--- src/rtl/ps2_keyboard_tx_if.sv ---
// ----------------------------------------------------------------------------
// ps2_keyboard_tx_if
// Bundles the host-side queue interface and the PS/2 line outputs of the
// device-side keyboard transmitter.
//   wr_en / wr_data : push one scan-code byte into the transmit FIFO
//   inhibit         : host holds the clock low (abort / block frames)
//   full            : FIFO holds 8 entries
//   busy            : FIFO non-empty or a frame/gap in progress
//   overflow        : sticky, a push was attempted while full
//   ps2_clk/ps2_data: generated PS/2 lines
// master = byte source / host side, slave = transmitter.
// ----------------------------------------------------------------------------
interface ps2_keyboard_tx_if;
    logic       wr_en;
    logic [7:0] wr_data;
    logic       inhibit;
    logic       full;
    logic       busy;
    logic       overflow;
    logic       ps2_clk;
    logic       ps2_data;

    modport master (
        output wr_en, wr_data, inhibit,
        input  full, busy, overflow, ps2_clk, ps2_data
    );

    modport slave (
        input  wr_en, wr_data, inhibit,
        output full, busy, overflow, ps2_clk, ps2_data
    );
endinterface

--- src/rtl/ps2_keyboard_tx.sv ---
// ----------------------------------------------------------------------------
// ps2_keyboard_tx
// Device-side PS/2 keyboard transmitter. Queued bytes (8-entry FIFO) are sent
// as 11-bit frames: start 0, data LSB first, odd parity, stop 1. Both PS/2
// lines are generated here; a host inhibit aborts the current frame, which is
// retransmitted later because the FIFO head is only popped on completion.
// Ports:
//   clk  : system clock
//   rst  : asynchronous reset, active-low
//   bus  : ps2_keyboard_tx_if.slave (wr_en, wr_data, inhibit in;
//          full, busy, overflow, ps2_clk, ps2_data out, all registered)
// Parameters:
//   CLK_HALF : clk cycles per ps2_clk half-period (>= 2)
//   GAP      : idle clk cycles between frames (>= 1)
// ----------------------------------------------------------------------------
module ps2_keyboard_tx #(
    parameter int unsigned CLK_HALF = 50,
    parameter int unsigned GAP      = 200
) (
    input  logic             clk,
    input  logic             rst,
    ps2_keyboard_tx_if.slave bus
);
    localparam int unsigned HW = (CLK_HALF > 1) ? $clog2(CLK_HALF) : 1;
    localparam int unsigned GW = (GAP > 1) ? $clog2(GAP) : 1;
    localparam logic [HW-1:0] HALF_LAST = HW'(CLK_HALF - 1);
    localparam logic [GW-1:0] GAP_LAST  = GW'(GAP - 1);
    localparam logic [3:0]    STOP_BIT  = 4'd10;

    typedef enum logic [2:0] {S_IDLE, S_HIGH, S_LOW, S_GAP, S_HOLD} state_t;

    state_t        state_q, state_d;
    logic [HW-1:0] half_q, half_d;
    logic [GW-1:0] gap_q, gap_d;
    logic [3:0]    bit_q, bit_d;
    logic [9:0]    frame_q, frame_d;       // {parity, data, start}; stop is implied

    logic [7:0]    mem_q [8];
    logic [2:0]    wptr_q, wptr_d, rptr_q, rptr_d;
    logic [3:0]    count_q, count_d;
    logic          overflow_q, overflow_d;

    logic          full_q, full_d, busy_q, busy_d;
    logic          ps2_clk_q, ps2_clk_d, ps2_data_q, ps2_data_d;

    logic          push, pop, load, start_ok;
    logic [7:0]    head;
    logic [10:0]   bits_d;

    assign head     = mem_q[rptr_q];
    assign push     = bus.wr_en && (count_q != 4'd8);
    assign start_ok = (count_q != 4'd0) && !bus.inhibit;

    // State register
    always_ff @(posedge clk or negedge rst) begin
        if (!rst) begin
            state_q    <= S_IDLE;
            half_q     <= '0;
            gap_q      <= '0;
            bit_q      <= '0;
            frame_q    <= '0;
            wptr_q     <= '0;
            rptr_q     <= '0;
            count_q    <= '0;
            overflow_q <= 1'b0;
            full_q     <= 1'b0;
            busy_q     <= 1'b0;
            ps2_clk_q  <= 1'b1;
            ps2_data_q <= 1'b1;
        end else begin
            state_q    <= state_d;
            half_q     <= half_d;
            gap_q      <= gap_d;
            bit_q      <= bit_d;
            frame_q    <= frame_d;
            wptr_q     <= wptr_d;
            rptr_q     <= rptr_d;
            count_q    <= count_d;
            overflow_q <= overflow_d;
            full_q     <= full_d;
            busy_q     <= busy_d;
            ps2_clk_q  <= ps2_clk_d;
            ps2_data_q <= ps2_data_d;
        end
    end

    // FIFO storage; contents are don't-care once the pointers are reset.
    always_ff @(posedge clk) begin
        if (push) begin
            mem_q[wptr_q] <= bus.wr_data;
        end
    end

    // Next-state logic
    always_comb begin
        state_d = state_q;
        half_d  = half_q;
        gap_d   = gap_q;
        bit_d   = bit_q;
        frame_d = frame_q;
        pop     = 1'b0;
        load    = 1'b0;

        case (state_q)
            S_IDLE: load = start_ok;
            S_HIGH: begin
                if (bus.inhibit) begin
                    state_d = S_HOLD;
                end else if (half_q == HALF_LAST) begin
                    half_d  = '0;
                    state_d = S_LOW;
                end else begin
                    half_d = half_q + 1'b1;
                end
            end
            S_LOW: begin
                if (bus.inhibit) begin
                    state_d = S_HOLD;
                end else if (half_q == HALF_LAST) begin
                    half_d = '0;
                    if (bit_q == STOP_BIT) begin
                        pop     = 1'b1;
                        gap_d   = '0;
                        state_d = S_GAP;
                    end else begin
                        bit_d   = bit_q + 1'b1;
                        state_d = S_HIGH;
                    end
                end else begin
                    half_d = half_q + 1'b1;
                end
            end
            S_GAP: begin
                // The IDLE start decision is folded into the last gap cycle so
                // back-to-back frames are separated by exactly GAP idle cycles.
                if (gap_q == GAP_LAST) begin
                    state_d = S_IDLE;
                    load    = start_ok;
                end else begin
                    gap_d = gap_q + 1'b1;
                end
            end
            S_HOLD: begin
                if (!bus.inhibit) begin
                    gap_d   = '0;
                    state_d = S_GAP;
                end
            end
            default: state_d = S_IDLE;
        endcase

        if (load) begin
            state_d = S_HIGH;
            frame_d = {~^head, head, 1'b0};
            bit_d   = '0;
            half_d  = '0;
        end

        wptr_d = push ? wptr_q + 3'd1 : wptr_q;
        rptr_d = pop  ? rptr_q + 3'd1 : rptr_q;
        count_d = count_q;
        if (push && !pop) begin
            count_d = count_q + 4'd1;
        end else if (!push && pop) begin
            count_d = count_q - 4'd1;
        end
        // A push while full is dropped even if a pop happens in the same cycle.
        overflow_d = overflow_q | (bus.wr_en && (count_q == 4'd8));
    end

    // Output logic: next values of the registered outputs from the next state.
    always_comb begin
        bits_d     = {1'b1, frame_d};
        ps2_clk_d  = (state_d != S_LOW);
        ps2_data_d = 1'b1;
        if ((state_d == S_HIGH) || (state_d == S_LOW)) begin
            ps2_data_d = bits_d[bit_d];
        end
        busy_d = (count_d != 4'd0) || (state_d != S_IDLE);
        full_d = (count_d == 4'd8);
    end

    assign bus.full     = full_q;
    assign bus.busy     = busy_q;
    assign bus.overflow = overflow_q;
    assign bus.ps2_clk  = ps2_clk_q;
    assign bus.ps2_data = ps2_data_q;

endmodule
--- src/flat_wrapper.sv ---
// flat-port wrapper written by rule: the top's interface ports become plain ports
module ps2_keyboard_tx_flat 
#(
    parameter int unsigned CLK_HALF = 50,
    parameter int unsigned GAP      = 200
)
  (clk, rst, bus_wr_en, bus_wr_data, bus_inhibit, bus_full, bus_busy, bus_overflow, bus_ps2_clk, bus_ps2_data);
  ps2_keyboard_tx_if bus_i ();
  input  logic clk;
  input  logic rst;
  input wire logic [$bits(bus_i.wr_en)-1:0] bus_wr_en;
  input wire logic [$bits(bus_i.wr_data)-1:0] bus_wr_data;
  input wire logic [$bits(bus_i.inhibit)-1:0] bus_inhibit;
  output wire logic [$bits(bus_i.full)-1:0] bus_full;
  output wire logic [$bits(bus_i.busy)-1:0] bus_busy;
  output wire logic [$bits(bus_i.overflow)-1:0] bus_overflow;
  output wire logic [$bits(bus_i.ps2_clk)-1:0] bus_ps2_clk;
  output wire logic [$bits(bus_i.ps2_data)-1:0] bus_ps2_data;
  assign bus_i.wr_en = bus_wr_en;
  assign bus_i.wr_data = bus_wr_data;
  assign bus_i.inhibit = bus_inhibit;
  assign bus_full = bus_i.full;
  assign bus_busy = bus_i.busy;
  assign bus_overflow = bus_i.overflow;
  assign bus_ps2_clk = bus_i.ps2_clk;
  assign bus_ps2_data = bus_i.ps2_data;
  ps2_keyboard_tx #(.CLK_HALF(CLK_HALF), .GAP(GAP)) u_core (.clk(clk), .rst(rst), .bus(bus_i));
endmodule
--- config.mk ---
export PLATFORM = sky130hd
export DESIGN_NAME = ps2_keyboard_tx_flat
export DESIGN_NICKNAME = d
export VERILOG_FILES = /design/src/rtl/ps2_keyboard_tx_if.sv /design/src/rtl/ps2_keyboard_tx.sv /design/src/flat_wrapper.sv
export SDC_FILE = /design/constraint.sdc
export NUM_CORES = 1
export LEC_CHECK = 0
export CELL_PAD_IN_SITES_DETAIL_PLACEMENT = 1
export CELL_PAD_IN_SITES_GLOBAL_PLACEMENT = 1
export CORE_UTILIZATION = 43
export DETAILED_ROUTE_END_ITERATION = 8
export DONT_BUFFER_PORTS = 1
export GPL_TIMING_DRIVEN = 1
export PLACE_DENSITY = 0.77
export SLEW_MARGIN = 20
export SYNTH_ARGS = -nofsm -noshare
export SYNTH_HDL_FRONTEND = slang
export SYNTH_SLANG_ARGS = --single-unit
--- constraint.sdc ---
create_clock -name clk -period 2.85 [get_ports clk]
set_clock_uncertainty 0.2 [all_clocks]
set_input_delay 0.285 -clock clk [delete_from_list [all_inputs] [get_ports clk]]
set_output_delay 0.285 -clock clk [all_outputs]
set_load 0.005 [all_outputs]
=== Word-level counts from Yosys, hierarchy flattened ===
Memory sizes are Yosys's and may differ from the RTL's.
Index checks and enable logic that the tools add are counted.

* Add/subtract/negate cells: 7
* $lt $le $gt $ge: 1
* Eq/ne operators: 19
* Muxes and demuxes: 38
* Bitwise gates (word level): 1
* Reductions and logical operators: 20

{| class="wikitable"
|+ Operator list
! cell !! number
|-
| 8-bit two-way mux || 5
|-
| 4-bit two-way mux || 7
|-
| 6-bit two-way mux || 4
|-
| 8-bit one-hot mux with 3 select lines || 1
|-
| 3-bit two-way mux || 7
|-
| 3-bit one-hot mux with 5 select lines || 1
|-
| 4-bit equality test, second input constant || 3
|-
| 10-bit two-way mux || 1
|-
| 3-bit by 2-bit equality test with 1-bit output, second input constant || 3
|-
| 1-bit two-way mux || 9
|-
| 4-bit by 1-bit adder with 4-bit output, second input constant || 2
|-
| 8-bit by 1-bit adder with 8-bit output, second input constant || 1
|-
| 8-bit equality test, second input constant || 1
|-
| 4-bit nonzero test || 2
|-
| 8-bit XNOR reduction || 1
|-
| 3-bit by 1-bit adder with 3-bit output, second input constant || 2
|-
| 6-bit by 1-bit adder with 6-bit output, second input constant || 1
|-
| 3-bit by 1-bit equality test with 1-bit output, second input constant || 2
|-
| 6-bit equality test, second input constant || 1
|-
| 2-bit by 1-bit != test with 1-bit output, second input constant || 3
|-
| 2-bit != test, second input constant || 3
|-
| 6-bit AND reduction || 1
|-
| 3-bit nonzero test || 2
|-
| 1-bit logical AND || 5
|-
| other kinds (15) || 18
|}

* Register bits after elaboration: 46
* Memory bits (writable): 64
* Output and inout bits: 5
* Logic and storage cells: 100
* Memories: 1

{| class="wikitable"
|+ Memories
! name !! words !! width !! rd ports !! clocked after memory_dff !! wr ports !! line !! text
|-
| u_core.mem_q || 8 || 8 || 1 || 0 || 1 || ps2_keyboard_tx.sv:38 || <nowiki>logic [7:0] mem_q [8];</nowiki>
|}

=== Logic depth before layout (Yosys ltp) ===
Gate-level depths: netlist (run 1).

* Depth in word-level cells: 10
* Mapped depth: 10

=== Worst setup path after synthesis (run 1) ===
Ideal clock, no wire load.

* Kind: register -> register
* Start point: reg u_core.half_q[1]
* End point: reg u_core.full_q (netlist: u_core.bus.full)
* Library setup time: 0.127 ns
* Data arrival time: 2.219 ns
* Data required time: 2.523 ns
* Setup slack: 0.304 ns
* Stages on the path, launching flop included: 10
* Path buffers: 0
* Period minus slack after synthesis: 2.546 ns
* Path through: dfrtp_1 inv_1 ha_1 or3b_4 nor4_4 nand2_2 a211oi_1 a31oi_1 and3_4 nor2b_1

* Longest elaborated chain between the ends: 8
* Elaborated cells on any way between the ends: 10

{| class="wikitable"
|+ Ends and longest elaborated chain
! element !! line !! text
|-
| start, declared || ps2_keyboard_tx.sv:33 || <nowiki>logic [HW-1:0] half_q, half_d;</nowiki>
|-
| start signal, assigned || ps2_keyboard_tx.sv:72 || <nowiki>half_q <= half_d;</nowiki>
|-
| 6-bit equality test (*) || ps2_keyboard_tx.sv:119 || <nowiki>end else if (half_q == HALF_LAST) begin</nowiki>
|-
| 1-bit two-way mux (*) || ps2_keyboard_tx.sv:119 ||
|-
| 1-bit two-way mux (*) || ps2_keyboard_tx.sv:117 || <nowiki>if (bus.inhibit) begin</nowiki>
|-
| 1-bit two-way mux (*) || ps2_keyboard_tx.sv:104 || <nowiki>case (state_q)</nowiki>
|-
| 1-bit logical AND / 1-bit logical NOT (equally long branches) || ps2_keyboard_tx.sv:164, ps2_keyboard_tx.sv:162 ||
|-
| 4-bit two-way mux / 1-bit logical AND (equally long branches) || ps2_keyboard_tx.sv:164, ps2_keyboard_tx.sv:162 ||
|-
| 4-bit two-way mux (*) || ps2_keyboard_tx.sv:162 || <nowiki>if (push && !pop) begin</nowiki>
|-
| 4-bit equality test (*) || ps2_keyboard_tx.sv:180 || <nowiki>full_d = (count_d == 4'd8);</nowiki>
|-
| via u_core.full_d || ps2_keyboard_tx.sv:43 || <nowiki>logic full_q, full_d, busy_q, busy_d;</nowiki>
|-
| end signal, assigned || ps2_keyboard_tx.sv:80 || <nowiki>full_q <= full_d;</nowiki>
|-
| end, declared || ps2_keyboard_tx.sv:43 ||
|}

The timed path passes the listed nets; every way through them passes the cells marked *.
A chain may end at the register's enable or synchronous reset.

=== Final worst setup path (run 1) ===
* Start point: reg u_core.half_q[1]
* End point: reg u_core.ps2_data_q (netlist: u_core.bus.ps2_data)

* Longest elaborated chain between the ends: 8
* Elaborated cells on any way between the ends: 17

{| class="wikitable"
|+ Ends and longest elaborated chain
! element !! line !! text
|-
| 6-bit equality test || ps2_keyboard_tx.sv:119 ||
|-
| 4-bit two-way mux || ps2_keyboard_tx.sv:119 ||
|-
| 4-bit two-way mux || ps2_keyboard_tx.sv:117 ||
|-
| 4-bit two-way mux || ps2_keyboard_tx.sv:104 ||
|-
| 4-bit two-way mux || ps2_keyboard_tx.sv:152 || <nowiki>if (load) begin</nowiki>
|-
| via u_core.bit_d[2] || ps2_keyboard_tx.sv:35 || <nowiki>logic [3:0] bit_q, bit_d;</nowiki>
|-
| 1-bit binary-select mux with 4-bit select || ps2_keyboard_tx.sv:177 || <nowiki>ps2_data_d = bits_d[bit_d];</nowiki>
|-
| 1-bit two-way mux (implied by the code) || ps2_keyboard_tx.sv:177 ||
|-
| 1-bit two-way mux || ps2_keyboard_tx.sv:176 || <nowiki>if ((state_d == S_HIGH) || (state_d == S_LOW)) begin</nowiki>
|-
| via u_core.ps2_data_d || ps2_keyboard_tx.sv:44 || <nowiki>logic ps2_clk_q, ps2_clk_d, ps2_data_q, ps2_data_d;</nowiki>
|-
| end signal, assigned || ps2_keyboard_tx.sv:83 || <nowiki>ps2_data_q <= ps2_data_d;</nowiki>
|-
| end, declared || ps2_keyboard_tx.sv:44 ||
|}

The timed path passes the listed nets, and every way through them passes these cells. The select of a mux whose other input is x is not followed.

==> results of run 1 <==
-- power breakdown --
| group | internal [mW] | leakage, nW | switching [mW] |
|---|---|---|---|
| clock | 0.635 | 0.152 | 0.648 |
| sequential | 2.05 | 1.16 | 0.284 |
| combinational | 0.535 | 0.844 | 0.638 |
-- layer usage --
layer / vias up / track usage [%] / share of wire, %
li1: 1449 / - / -
met1: 1529 / 21.94 / 43
met2: 35 / 32.92 / 53
met3: 11 / 5.543 / 3.3
met4: 0 / 5.333 / 1.4
met5: - / 0 / 0
-- through the flow --
step                      setup slack (ns)  util (%)  instance area [sq um]
after floorplan                     0.3042         -                   5064
after global placement              0.2199     45.94                   5268
after detailed placement          -0.01605     45.94                   5268
after CTS                          0.01498     49.81                   5712
after global routing             -0.004935     50.02                   5736
final                               0.2167     50.02                   5736
-- what timing repair did --
action                                  in CTS  in global routing
setup buffers                                0                  0
endpoints found under the setup margin       1                  5
endpoints found under the hold margin      113                  0
pin swaps                                    0                  1
gates resized for setup                      1                  4
hold buffers                                12                  0
cloned                                       0                  0
-- synth_stat cells, types with 2 or more instances --
library cell,n
dfstp_2,2
nor2_1,26
nand3b_1,3
a31oi_1,3
nor4_1,3
xnor2_1,15
nand2_1,22
xor2_1,3
and3_1,4
nor2b_1,13
clkbuf_1,3
mux4_2,9
and2_1,3
nand3_1,9
edfxtp_1,64
buf_6,3
o21ai_0,17
ha_1,9
o31ai_1,2
a21oi_1,11
nor3_1,11
buf_2,4
nand2b_1,5
mux2i_1,22
nand4_1,4
mux2_2,12
dfrtp_1,44
clkbuf_8,2
a41oi_1,2
inv_1,10
a221oi_1,7
o21ai_1,2
-- worst max-delay path, cell delays in order (launching register included) --
cell and delay (ns):
dfrtp_1 0.44, inv_1 0.08, ha_1 0.16, or3b_4 0.42, nor2_1 0.15, nand3_1 0.12, mux2i_1 0.19, nor2_1 0.11
or4b_1 0.57, o211ai_1 0.12
-- cells by family after synthesis --
group	after synthesis	synth area share, %
adder cells (fa/ha/maj)	9	2.224
buffers and inverters	24	3.015
multiplexers	43	11.02
flip-flops	110	60.74
AND/OR/NAND/NOR	116	12.53
AO/OA/AOI/OAI	54	7.043
XOR/XNOR	19	3.435
-- state kept, by name (all words and copies together), names as in the netlist --
| signal | flops |
|---|---|
| u_core.mem_q | 64 |
| u_core.frame_q | 10 |
| u_core.gap_q | 8 |
| u_core.half_q | 6 |
| u_core.bit_q | 4 |
| u_core.count_q | 4 |
| u_core.rptr_q | 3 |
| u_core.state_q | 3 |
| u_core.wptr_q | 3 |
| u_core.bus.busy | 1 |
| u_core.bus.full | 1 |
| u_core.bus.overflow | 1 |
| u_core.bus.ps2_clk | 1 |
| u_core.bus.ps2_data | 1 |
-- path summary, 6_finish.rpt --
kind | slack (ns) | depth (start not counted) | start | to
min in group asynchronous | 0.23 | 2 | rst | u_core.gap_q[5]$_DFFE_PN0P_
max in group asynchronous | 1.96 | 2 | rst | u_core.bus.ps2_data$_DFF_PN1_
worst max register to register | 0.22 | 9 | u_core.half_q[1]$_DFFE_PN0P_ | u_core.bus.ps2_data$_DFF_PN1_
worst min-delay path | 0.03 | 2 | bus_inhibit | u_core.state_q[1]$_DFF_PN0_
worst min register to register | 0.30 | 1 | u_core.gap_q[7]$_DFFE_PN0P_ | u_core.gap_q[7]$_DFFE_PN0P_
worst max-delay path | 0.22 | 9 | u_core.half_q[1]$_DFFE_PN0P_ | u_core.bus.ps2_data$_DFF_PN1_
-- layout make-up --
type / instances / area (sq um) / share of cell area (%)
inverter: 10 / 37.54 / 0.6545
tap: 143 / 178.9 / 3.120
timing repair buffer: 29 / 277.8 / 4.843
clock buffer: 9 / 225.2 / 3.927
multi-input combinational: 241 / 1862 / 32.46
clock inverter: 7 / 77.57 / 1.353
sequential: 110 / 3077 / 53.64
==> reports/metrics.yaml, run 1 <==
grt_pass1_vias: 3366
initial_core_util_pct: 44.16
ys_ff_latch: 110
required_ns: 2.94
vias: 3024
layout_commonest_cell: "edfxtp_1"
grt-ovfl-total: 0
final_cells: 549
p_leak_nw: 2.160
syn_nets: 396
ir_drop_uv: 720.0
yosysSeqAreaShare_pct: 60.74
cts-root-buf: "clkbuf_16"
synth_cell_types: 58
htreeDepth: 3
netlist_area_sq_mm: 0.005064
drt_first_iter_violations: 172
clock_sinks: 110
total_power_mw: 4.789
slew_viol_final: 0
criticalPathCategory: "reg2reg"
diodes: 0
core-area_sq_mm: 0.01147
core.rowCount: 39
synth_area_per_cell_sq_um: 13.50
grt_use_total_pct: 18.66
holdWs_ns: 0.02778
p_per_area_mw_per_mm2: 835.0
ant_nets: 0
dieWidth_microns: 110.5
post-route-period-util_pct: 92.40
totalWireLength_microns: 10510
hold_path.class: "in2reg"
grt_pass1_wl_microns: 17590
wire_per_inst_microns: 19.14
async_reset_ff_share_pct: 41.82
drive_gt1_share_pct: 17.73
final_cell_mix: "edfxtp_1 (64), dfrtp_1 (43), nor2_1 (26)"
place_congestion: 0.7945
critPathArrivalTime_ns: 2.72
routed_via_density: 5.508
drc_errors: 0
postSynthCellCount: 375
finalSetupViolCount: 0
die_h_microns: 110.5
dp_hpwl_microns: 7370
slew_headroom_pct: 63.62
cp-start-kind: "flop"
grt_max_degree: 47
synth.largest_area_cell: "edfxtp_1"
synth_warnings: 0
first_pass_iters: 4
clk_path_buf_depth: 2
io_pins: 17
fillCellCount: 1134
clk_pin_slew_ns: 0.08
clock_latency_ns: 0.36
end_kind: "flop"
finalHoldViolCount: 0
final_nets: 422
dieArea_sq_mm: 0.01221
maxCapViolCount: 0
crit_fanout: 6
layout_min_cycle_time_ns: 2.633
cts_tree: "built"
synth_top_area_share_pct: 37.95
cts_inserted_buffers: 9
synth-edff-count: 64
fmax_mhz: 379.7
antenna_found_initial: 0
dp.cells: 521
port-buffer-count: 0
syn_to_final_growth_pct: 13.27
status: "finished clean"
worstMarginPinSlew_ns: 0.5437
fin_setup_tns_ns: 0
synth_area_leaders: "edfxtp_1 (38%), dfrtp_1 (22%), mux2i_1 (4.3%), mux4_2 (4.0%), mux2_2 (2.7%)"
synth_ff_type: "edfxtp_1"
Note: power is estimated with default switching activity, not from simulation.
==> run 2: changes to the inputs <==
--- a/config.mk
+++ b/config.mk
@@ -7,11 +7,12 @@
 export LEC_CHECK = 0
 export CELL_PAD_IN_SITES_DETAIL_PLACEMENT = 1
 export CELL_PAD_IN_SITES_GLOBAL_PLACEMENT = 1
-export CORE_UTILIZATION = 43
+export CORE_MARGIN = 1.5
+export CORE_UTILIZATION = 49
 export DETAILED_ROUTE_END_ITERATION = 8
 export DONT_BUFFER_PORTS = 1
 export GPL_TIMING_DRIVEN = 1
-export PLACE_DENSITY = 0.77
+export PLACE_DENSITY = 0.85
 export SLEW_MARGIN = 20
 export SYNTH_ARGS = -nofsm -noshare
 export SYNTH_HDL_FRONTEND = slang
==> run 2 against run 1 <==
Effect of this change: core utilization grew 7.0 points; power is 4.3% lower; critical path depth unchanged; clock power fell by 19%; non-clock buffer count unchanged; largest power group unchanged.
==> reports/metrics.yaml, run 2 (same netlist as run 1, synthesis figures left out) <==
status: "finished clean"
grt-ovfl-total: 0  # unchanged
clock_latency_ns: 0.39  # +0.03 ns
diodes: 0  # unchanged
slowest_stage: "dfrtp_1"
drive_gt1_share_pct: 17.24  # -0.49 points
rsz0062_at_grt: "false"
hold_start: "bus_wr_en"
p_per_area_mw_per_mm2: 810.8  # -2.9%
cts_inserted_buffers: 9  # unchanged
grt_pass1_vias: 3353  # -0.39%
cp-start-kind: "flop"
required_ns: 2.97  # +0.03 ns
grt_pass1_wl_microns: 17500  # -0.51%
ant_nets: 0  # unchanged
setup_slack_ns: 0.1912  # -0.02547 ns
first_pass_iters: 4  # unchanged
critPathArrivalTime_ns: 2.77  # +0.05 ns
cts-root-buf: "clkbuf_8"
cts_tree: "built"
drc_errors: 0  # unchanged
topRoutingLayerUsed: "met4"
slew_viol_final: 0  # unchanged
vias: 3090  # +2.2%
wl_met3_microns: 271  # -21%
grt_use_total_pct: 20.87  # +2.2 points
core-area_sq_mm: 0.009910  # -14%
finalHoldViolCount: 0  # unchanged
post-route-period-util_pct: 93.29  # +0.89 points
worstHoldEndpoint: "u_core.wptr_q[1]$_DFFE_PN0P_"
dieWidth_microns: 104.7  # -5.3%
syn_to_final_growth_pct: 11.64
slew_headroom_pct: 61.65  # -2.0 points
crit_chain: "inv_1 -> ha_1 -> or3b_4 -> nor4_1 -> a21oi_1 -> a21oi_1 -> nor2_1 -> or4b_1 -> o211ai_1"
place_congestion: 0.8695  # +9.4%
reg2reg_slack_ns: 0.19  # -0.03 ns
wl_met1_microns: 4421  # -1.1%
worstMarginPinSlew_ns: 0.5731  # +0.02948 ns
holdWs_ns: 0.06017  # +0.03238 ns
cp_common_cell: "a21oi_1"
clk_pin_slew_ns: 0.11  # +0.03 ns
grt_max_degree: 47  # unchanged
post_cts_buffers: 0  # unchanged
rr_endpoint: "u_core.bus.ps2_data$_DFF_PN1_"
reg2reg_depth: 9  # unchanged
p_leak_nw: 2.124  # -1.6%
core.rowCount: 36  # -7.7%
htreeDepth: 3  # unchanged
cp_top_family: "simple AND/OR/NAND/NOR gates"
routed_via_density: 5.733  # +4.1%
antenna_found_initial: 0  # unchanged
critical_path.max_stage_delay_ns: 0.46  # -0.11 ns
cp_num_buf_inv: 1  # unchanged
clock_sinks: 110  # unchanged
drt_first_iter_violations: 106  # -38%
reg.largest.list: "u_core.mem_q (64), u_core.frame_q (10), u_core.gap_q (8)"
wire_per_inst_microns: 19.45  # +1.6%
rr_startpoint: "u_core.half_q[1]$_DFFE_PN0P_"
final_cells: 539  # -1.8%
finalSetupViolCount: 0  # unchanged
top_register: "u_core.mem_q"
end_kind: "flop"
criticalPathCategory: "reg2reg"
initial_core_util_pct: 51.10  # +6.9 points
dp.cells: 511  # -1.9%
ir_drop_uv: 684.5  # -4.9%
port-buffer-count: 0  # unchanged
crit_fanout: 6  # unchanged
final_nets: 422  # unchanged
io_pins: 17  # unchanged
maxCapViolCount: 0  # unchanged
dp_hpwl_microns: 7449  # +1.1%
holdPathStages: 3  # +1
totalWireLength_microns: 10480  # -0.25%
final_cell_mix: "edfxtp_1 (64), dfrtp_1 (44), nor2_1 (26)"
largest_reg_flops: 64  # unchanged
die_h_microns: 104.7  # -5.3%
total_power_mw: 4.583  # -4.3%
hold_path.class: "in2reg"
layout_min_cycle_time_ns: 2.659  # +0.02547 ns
clk_path_buf_depth: 2  # unchanged
place_ws_ns: 0.1227  # +0.1388 ns
met2_length_microns: 5528  # -0.32%
fin_setup_tns_ns: 0  # unchanged
fmax_mhz: 376.1  # -0.96%
dieArea_sq_mm: 0.01095  # -10%
layout_commonest_cell: "edfxtp_1"
==> run 2: per-stage QoR <==
step	area, sq um	utilization, %
floorplan	5064	-
global placement	5268	53.16
detailed placement	5268	53.16
CTS	5642	56.93
global route	5653	57.05
finish	5653	57.05
==> run 2: how the worst max path moves through the flow <==
| stage | from | to | slack, ns | depth (start not counted) |
|---|---|---|---|---|
| global route | u_core.half_q[1]$_DFFE_PN0P_ | u_core.bus.ps2_data$_DFF_PN1_ | 0.04 | 9 |
| floorplan | u_core.half_q[1]$_DFFE_PN0P_ | u_core.bus.full$_DFF_PN0_ | 0.30 | 9 |
| detailed placement | u_core.half_q[1]$_DFFE_PN0P_ | u_core.bus.ps2_data$_DFF_PN1_ | 0.12 | 8 |
| global placement | u_core.half_q[1]$_DFFE_PN0P_ | u_core.bus.busy$_DFF_PN0_ | 0.31 | 9 |
| finish | u_core.half_q[1]$_DFFE_PN0P_ | u_core.bus.ps2_data$_DFF_PN1_ | 0.19 | 9 |
| CTS | u_core.half_q[1]$_DFFE_PN0P_ | u_core.bus.busy$_DFF_PN0_ | 0.07 | 9 |
==> run 2: area by class of cell <==
| class | count | area [sq um] |
|---|---|---|
| Fill cell | 1005 | 4257 |
| Tap cell | 133 | 166.4 |
| Multi-Input combinational cell | 241 | 1847 |
| Clock inverter | 7 | 112.6 |
| Timing Repair Buffer | 29 | 290.3 |
| Sequential cell | 110 | 3075 |
| Clock buffer | 9 | 123.9 |
| Inverter | 10 | 37.54 |
==> run 2: where the power goes <==
group	internal [mW]	switching [mW]	total, mW
clock network	0.442	0.600	1.04
logic	0.542	0.663	1.20
registers	2.05	0.288	2.34
==> run 2: layer usage <==
| layer | vias up | global-route usage [%] |
|---|---|---|
| met5 | - | 0 |
| li1 | 1447 | - |
| met1 | 1576 | 24.99 |
| met4 | 0 | 8.904 |
| met3 | 25 | 4.803 |
| met2 | 42 | 36.14 |
==> run 2: what timing repair did <==
| item | 4_1_cts | 5_1_grt |
|---|---|---|
| gates resized for setup | 0 | 2 |
| hold endpoints to repair | 113 | 0 |
| setup endpoints to repair | 0 | 3 |
| hold buffers | 12 | 0 |
==> run 2: worst reg2reg max path, cell delays in order (launching register included) <==
cell	delay [ns]
dfrtp_1	0.46
inv_1	0.09
ha_1	0.15
or3b_4	0.41
nor4_1	0.29
a21oi_1	0.16
a21oi_1	0.18
nor2_1	0.06
or4b_1	0.46
o211ai_1	0.12
